### src/rtl/uart_tx_sched.sv
// Round-robin scheduler sharing one UART transmitter among NUM_REQ producers.
// Grants one byte, strobes it out, then tracks tbr low-then-high before regranting.
module uart_tx_sched #(
  parameter int NUM_REQ = 4,
  parameter int IDW     = $clog2(NUM_REQ)
) (
  input  logic                 clk,
  input  logic                 rst_n,
  input  logic                 en,
  input  logic [NUM_REQ-1:0]   req_valid,
  input  logic [8*NUM_REQ-1:0] req_data,
  output logic [NUM_REQ-1:0]   req_ready,
  output logic                 tx_write_en,
  output logic [7:0]           tx_write_line,
  input  logic                 tx_tbr,
  output logic [IDW-1:0]       grant_id,
  output logic                 busy,
  output logic                 frame_done
);

  typedef enum logic [1:0] {
    IDLE,
    LAUNCH,
    WAIT_START,
    WAIT_END
  } state_t;

  state_t         state_q;
  state_t         state_d;
  logic [IDW-1:0] ptr_q;
  logic [IDW-1:0] gid_q;
  logic [7:0]     data_q;
  logic [IDW-1:0] win;
  logic [IDW-1:0] ptr_nxt;
  logic           any;
  logic           grant;

  // first valid index at or above ptr, wrapping
  always_comb begin
    logic [IDW:0] sum;
    sum = '0;
    win = '0;
    any = 1'b0;
    for (int k = 0; k < NUM_REQ; k++) begin
      sum = {1'b0, ptr_q} + (IDW+1)'(k);
      if (sum >= (IDW+1)'(NUM_REQ))
        sum = sum - (IDW+1)'(NUM_REQ);
      if (!any && req_valid[sum[IDW-1:0]]) begin
        any = 1'b1;
        win = sum[IDW-1:0];
      end
    end
  end

  // rst_n gates the accept so outputs read idle while reset is held
  assign grant = rst_n && (state_q == IDLE)
              && en && tx_tbr && any;

  assign ptr_nxt = (win == IDW'(NUM_REQ-1))
                 ? '0 : win + IDW'(1);

  always_comb begin
    state_d = state_q;
    unique case (state_q)
      IDLE:       if (grant) state_d = LAUNCH;
      LAUNCH:     state_d = WAIT_START;
      WAIT_START: if (!tx_tbr) state_d = WAIT_END;
      WAIT_END:   if (tx_tbr) state_d = IDLE;
      default:    state_d = IDLE;
    endcase
  end

  always_ff @(posedge clk or negedge rst_n) begin
    if (!rst_n) begin
      state_q <= IDLE;
      ptr_q   <= '0;
      gid_q   <= '0;
      data_q  <= 8'h00;
    end else begin
      state_q <= state_d;
      if (grant) begin
        ptr_q  <= ptr_nxt;
        gid_q  <= win;
        data_q <= req_data[{win, 3'b000} +: 8];
      end
    end
  end

  assign req_ready     = grant ? (NUM_REQ'(1) << win) : '0;
  assign tx_write_en   = (state_q == LAUNCH);
  assign tx_write_line = data_q;
  assign grant_id      = gid_q;
  assign busy          = (state_q != IDLE);
  assign frame_done    = (state_q == WAIT_END) && tx_tbr;

endmodule

### config.mk
export PLATFORM = sky130hd
export DESIGN_NAME = uart_tx_sched
export DESIGN_NICKNAME = d
export VERILOG_FILES = /design/src/rtl/uart_tx_sched.sv
export SDC_FILE = /design/constraint.sdc
export NUM_CORES = 1
export LEC_CHECK = 0
export ABC_AREA = 1
export CAP_MARGIN = 20
export CORE_AREA = 3 3 61 63
export DETAILED_ROUTE_END_ITERATION = 8
export DIE_AREA = 0 0 64 66
export PLACE_DENSITY = 0.8
export SLEW_MARGIN = 0
export SYNTH_ARGS = -nofsm -noshare
export SYNTH_HDL_FRONTEND = slang
export SYNTH_SLANG_ARGS = --single-unit
### constraint.sdc
create_clock -name clk -period 2.2 [get_ports clk]
set_input_delay 0.44 -clock clk [delete_from_list [all_inputs] [get_ports clk]]
set_output_delay 0.44 -clock clk [all_outputs]
set_load 0.03 [all_outputs]
### Word level (Yosys, flattened, before mapping)

Cells that the tools add are included.

| storage, ports and cells | value |
|---|---|
| register bits | 14 |
| latch bits | 0 |
| RAM bits | 0 |
| ROM bits | 0 |
| output and inout port bits | 17 |
| memories | 0 |

| cells by class | value |
|---|---|
| add/sub/neg operators | 8 |
| multiply operators | 0 |
| divide/modulo/power cells | 0 |
| $lt $le $gt $ge | 8 |
| eq/ne operators | 7 |
| shift operators | 2 |
| muxes and demuxes | 26 |
| bitwise operators | 0 |
| reductions and logical operators | 14 |

Operator list:

| kind | number |
|---|---|
| 32-bit by 6-bit indexed part select with 8-bit output | 1 |
| 2-bit 2-to-1 mux | 12 |
| 2-bit by 3-bit less-than comparator with 1-bit output (second input constant) | 4 |
| 3-bit greater-or-equal comparator (second input constant) | 3 |
| 1-bit binary-select mux with 2-bit select | 4 |
| 1-bit logical AND | 8 |
| 1-bit 2-to-1 mux | 8 |
| 2-bit one-hot mux with 4 select lines | 1 |
| 2-bit by 1-bit subtractor with 2-bit output (second input constant) | 4 |
| 2-bit by 2-bit adder with 3-bit output (second input constant) | 2 |
| 2-bit equality test (second input constant) | 3 |
| 2-bit != test (second input constant) | 3 |
| 4-bit 2-to-1 mux | 1 |
| 1-bit by 2-bit << shifter with 4-bit output (first input constant) | 1 |
| 2-bit by 1-bit adder with 3-bit output (second input constant) | 1 |
| 2-bit by 3-bit greater-or-equal comparator with 1-bit output (second input constant) | 1 |
| 1-bit zero test | 3 |
| 3-bit AND reduction | 1 |
| 2-bit by 1-bit adder with 2-bit output (second input constant) | 1 |
| 2-bit by 1-bit equality test with 1-bit output (second input constant) | 1 |
| 2-bit zero test | 1 |
| 2-bit nonzero test | 1 |

### Logic depth before layout (Yosys ltp)

| logic depth | value |
|---|---|
| depth after elaboration | 17 |
| depth in mapped cells | 16 |

### Least setup slack after synthesis

No wires, ideal clock.

| path | value |
|---|---|
| path kind | register to output |
| start point | register ptr_q[0] |
| end point | output port req_ready[0] |
| data arrival time | 1.981 ns |
| required time | 1.760 ns |
| path slack | -0.221 ns |
| cell stages (with the launch flop) | 14 |
| buffers on the path | 3 |
| cell sequence | dfrtp_1 -> buf_6 -> inv_6 -> nand2_1 -> nand3_1 -> nand2_2 -> nor2_4 -> nand3_4 -> nand3_2 -> buf_6 -> buf_12 -> ha_1 -> inv_1 -> nor2_1 |

| on the way | value |
|---|---|
| word-level cells in the longest chain between the ends | 16 |
| elaborated cells on any way between the ends | 40 |

Ends and longest elaborated chain:

| what | line | source |
|---|---|---|
| start, declared | 30 | `logic [IDW-1:0] ptr_q;` |
| start signal, assigned | 82 | `ptr_q <= ptr_nxt;` |
| parallel branches: the longest is 15 deep, another holds 2-bit by 1-bit adder with 3-bit output | - |  |
| 4-bit 2-to-1 mux (*) | 89 | `assign req_ready = grant ? (NUM_REQ'(1) << win) : '0;` |
| end, declared | 12 | `output logic [NUM_REQ-1:0] req_ready,` |

Mark *: on every way between the ends. The select of a mux whose other input is x is not followed.

### Worst setup path in the final report

| path | value |
|---|---|
| start point | register ptr_q[0] |
| end point | output port req_ready[3] |

| on the way | value |
|---|---|
| word-level cells in the longest chain between the ends | 16 |
| elaborated cells on any way between the ends | 40 |

Ends and longest elaborated chain:

| what | line | source |
|---|---|---|
| parallel branches: the longest is 13 deep, another holds 2-bit by 1-bit adder with 3-bit output | - |  |
| 2-bit 2-to-1 mux (*) | 48 | `if (!any && req_valid[sum[IDW-1:0]]) begin` |
| net win[1] | 33 | `logic [IDW-1:0] win;` |
| 1-bit by 2-bit << shifter with 4-bit output (*) | 89 |  |
| 4-bit 2-to-1 mux (*) | 89 |  |

Mark *: on every way through the listed nets, which the timed path passes. The select of a mux whose other input is x is not followed.

==> results list <==
- In the final routed layout, each cell accounts on average for 11.9 um.
- For this configuration, the core starts out at a cell density of about two fifths.
- VDD sags by at most ~740 uV.
* Critical Path Slowest Stage Cell: dfrtp_2
* Worst min-delay path class: reg2reg
- The die covers 4220 sq um.
- In this run the horizontal extent of the chip is ~64 um.
- Share of layout cells above drive strength 1: about a third
* Sequential share of the synthesized area: 25.5%
* Internal: 0.00195 W
* Worst setup slack after layout: -0.348 ns
- After the last flow step, the layout net total stands at 352.
- The final reports fail on negative setup slack.
- At the pin with the least slew margin, the transition time is 0.427 ns.
- Tightest slew margin relative to the limit: between 70 and 80%
- Number of vias in the routed layout: 1598
- In this run, distinct cell masters in the synthesized netlist total 24.
- For this run, global-route usage on met1 was measured as 25.0%.
* Placeable Area: 3280 sq um
- The worst setup path is launched from a flip-flop.
- Worst skew pair latency: 0.28 ns
* Antenna cell count: 0
- In the global route stage, met3 resource usage came out at under 10%.
- nand2_1 takes more of the synthesized area than any other cell.
* Mean post-synth cell area: approximately 6.4 sq um
- The critical path starts at ptr_q[0].
* Most Used Layer, Global Route: met2
- Across the routed clock network, the largest skew measured is about 0.0012 ns.
- Number of buffers inserted by hold repair at cts: 0
- The startpoint identified for the worst hold timing path is tx_write_line[3].
- Final critical delay including setup and external delays: 2.55 ns
- The number of nets in the synthesized netlist is around 260.
* Ranking of synthesized cells by area: nand2_1 (28%), dfrtp_1 (26%), ha_1 (8.2%)
- CTS buffer count: 3
* Critical path capture point type: output port
- Clock Tree Root: clkbuf_4
* Area fraction of the dominant cell type after synthesis: between 20 and 30%
- Reg-to-reg startpoint: ptr_q[0]
- The number of max-slew violations in the final report was 0.
* Delay of the slowest cell on the worst path: 0.49 ns
* Vias in the first global route: 1591
* Final routed wirelength across all metal layers: 4150 um
- In this run the core area contains 21 standard-cell rows.
* CP Data Required Time: roughly 1.8 ns
- Of the total power, the share spent switching nets is 51.5%.
- Overall track demand over capacity in global routing: 20.4%
- Initial drt markers: 77
* Number of nets still failing antenna checks after routing: 0
- At the end of routability-driven placement, the weighted congestion stood at about 0.9.
* Yosys Warn Count: 0
- DRT Pass-1 Iters: 4
- The clock passes through at most 2 buffers.
- Cell count after synthesis: 214
* Met2 Track Usage GR: 37.2%
- In the routed design, unresolved DRC markers number 0.
* Height of the die: 66 um
- In this run the power spent charging and discharging nets is 0.00207 W.
- Grt ovf: 0
- Final Hold Slack: slightly below 0.5 ns
- CTS tree: done
- Cell Count, Final, Fillers Out: 348
- Most common cell on crit path: nand2_2
- Fillcell total: 234
* Num Clock Sinks: 14
* Max-cap check violation count: 0
- IO buf count: 56
- Power per cell area: around 1700 nW/um^2
- Entering global routing, the biggest net connects 15 pins.
- Final setup violation count: 4
- After detailed routing, the number of vias per cell comes to roughly 4.6.
- RSZ-0062 raised after global routing: yes
- After detailed placement, the design holds a cell count of 332.
- Counting flops and latches in the post-synthesis netlist gives 14.
- In the final timing run, aggregate negative setup slack is -1.35 ns.
- The first global-routing pass estimated 6900 um of wire.
- In this run the worst path has a maximum fanout of 6.
- Timing would allow up to 392 MHz.
* Clock transition at the register clock pins on the worst setup and hold paths after CTS: around 0.09 ns
- In this run the number of H-tree levels came out at 1.
- STA puts the critical path data arrival time at 2.11 ns.
- Of the available clock period, the critical path in the final layout requires 116%.
- Cell Area, Synth: approximately 1400 sq um
- The share of total power dissipated in combinational logic is ~83%.
- The share of total power dissipated in sequential elements is 12.2%.
* Leakage power of the design: 1.23 nW
- Relative contribution of the clock network to total power: under 10%
* Critical setup path kind: reg2out
* Worst-path cell chain: buf_6 > nand2_4 > nand2_2 > nand2_2 > nand2_2 > nor2_4 > nand3_2 > nand3_2 > nand2_4 > inv_4 > ha_4 > inv_2 > nor2_4 > buf_6
- Timing analysis after detailed placement gives a worst setup slack of -0.543 ns.
- Io pins: 57
- The final-report hold violation count was 0.
* WP buf/inv: 4
- Number of antenna violations at the first check in global routing: 0
- The flow ran to the end, but the final reports show violations.
- Broken down by cell family, the worst path's largest delay share belongs to simple AND/OR/NAND/NOR gates.
* Synthesis-to-finish area growth: 75.7%
- Half-perimeter wire length of the detailed placement result: 2890 um
==> synth_stat cells <==
| library cell | n |
|---|---|
| nand2_1 | 101 |
| inv_1 | 25 |
| nand3_1 | 18 |
| dfrtp_1 | 14 |
| nor2_1 | 10 |
| ha_1 | 9 |
| nand2_2 | 8 |
| o21ai_0 | 5 |
| nand4_1 | 4 |
| buf_6 | 3 |
| inv_2 | 2 |
| nand3_2 | 2 |
| nor2_4 | 2 |
| a21oi_1 | 1 |
| buf_12 | 1 |
| buf_2 | 1 |
| inv_4 | 1 |
| inv_6 | 1 |
| mux2i_1 | 1 |
| nand2_4 | 1 |
| nand3_4 | 1 |
| nor2_2 | 1 |
| nor2_8 | 1 |
| o21ai_4 | 1 |
==> tightest hold or removal path, delay by kind of cell (launching register included) <==
kind	cells	cell delay [ns]
simple gates	2	0.11
flops	1	0.35
==> cell families (layout without fill, tap and decap cells) <==
group	after synthesis	in the layout	synth area share [%]
flip-flops	14	14	25.5
AND/OR/NAND/NOR	149	149	49.5
AO/OA/AOI/OAI	7	7	3.37
buffers and inverters	34	122	12.8
multiplexers	1	1	0.729
adder cells (fa/ha/maj)	9	9	8.20
==> sequential cells by signal (all words and copies together), names as in the netlist <==
signal and flops:
tx_write_line 8, ptr_q 2, state_q 2, grant_id 2
==> metal layers <==
layer,up-vias,routed length (um)
met3,10,136
li1,832,-
met4,0,82
met5,-,0
met2,37,2170
met1,719,1760
==> worst paths after layout <==
kind	slack (ns)	endpoint	cells past startpoint
max in group asynchronous	1.51	ptr_q[0]	2
min reg2reg	0.49	tx_write_line[3]	2
max	-0.35	req_ready[3]	14
max reg2reg	0.14	state_q[1]	14
min in group asynchronous	0.51	state_q[0]	2
min	0.49	tx_write_line[3]	2
==> layout by cell type (no fill, tap or decap), types with 6 or more instances in the layout <==
| cell type | count |
|---|---|
| buf_4 | 31 |
| buf_6 | 6 |
| clkdlybuf4s50_1 | 46 |
| dfrtp_1 | 13 |
| inv_1 | 16 |
| inv_2 | 8 |
| nand2_1 | 86 |
| nand2_2 | 21 |
| nand3_1 | 11 |
| nand3_2 | 8 |
| nor2_4 | 6 |
==> stage by stage <==
| stage | util (%) | power (W) | area [sq um] |
|---|---|---|---|
| global route | 73.5 | 0.00437 | 2410 |
| detailed placement | 64.6 | 0.00305 | 2120 |
| floorplan | - | 0.00232 | 1400 |
| CTS | 71.7 | 0.00380 | 2350 |
| global placement | 64.6 | 0.00302 | 2120 |
| finish | 73.5 | 0.00401 | 2410 |
==> power groups by stage <==
stage / Clock, W / Sequential (W) / Combinational (W)
3_5_place_dp: 0 / 0.000490 / 0.00256
2_1_floorplan: 0 / 0.000630 / 0.00169
4_1_cts: 0.000190 / 0.000487 / 0.00312
6_report: 0.000185 / 0.000488 / 0.00334
3_3_place_gp: 0 / 0.000491 / 0.00253
5_1_grt: 0.000198 / 0.000500 / 0.00367
==> final cells by class <==
class | count | area [sq um] | area share, %
multi-input combinational | 166 | 1020 | 42.3
timing repair buffer | 89 | 825 | 34.2
sequential | 14 | 352 | 14.6
inverter | 29 | 124 | 5.13
tap | 46 | 57.6 | 2.38
clock buffer | 4 | 36.3 | 1.50
==> repair_timing <==
action	in CTS	in global routing
setup buffers	8	4
gates resized for setup	51	8
hold endpoints to repair	0	0
endpoints found under the setup margin	5	8
pin swaps	21	11
No activity file was read; power rests on OpenSTA's default activity.
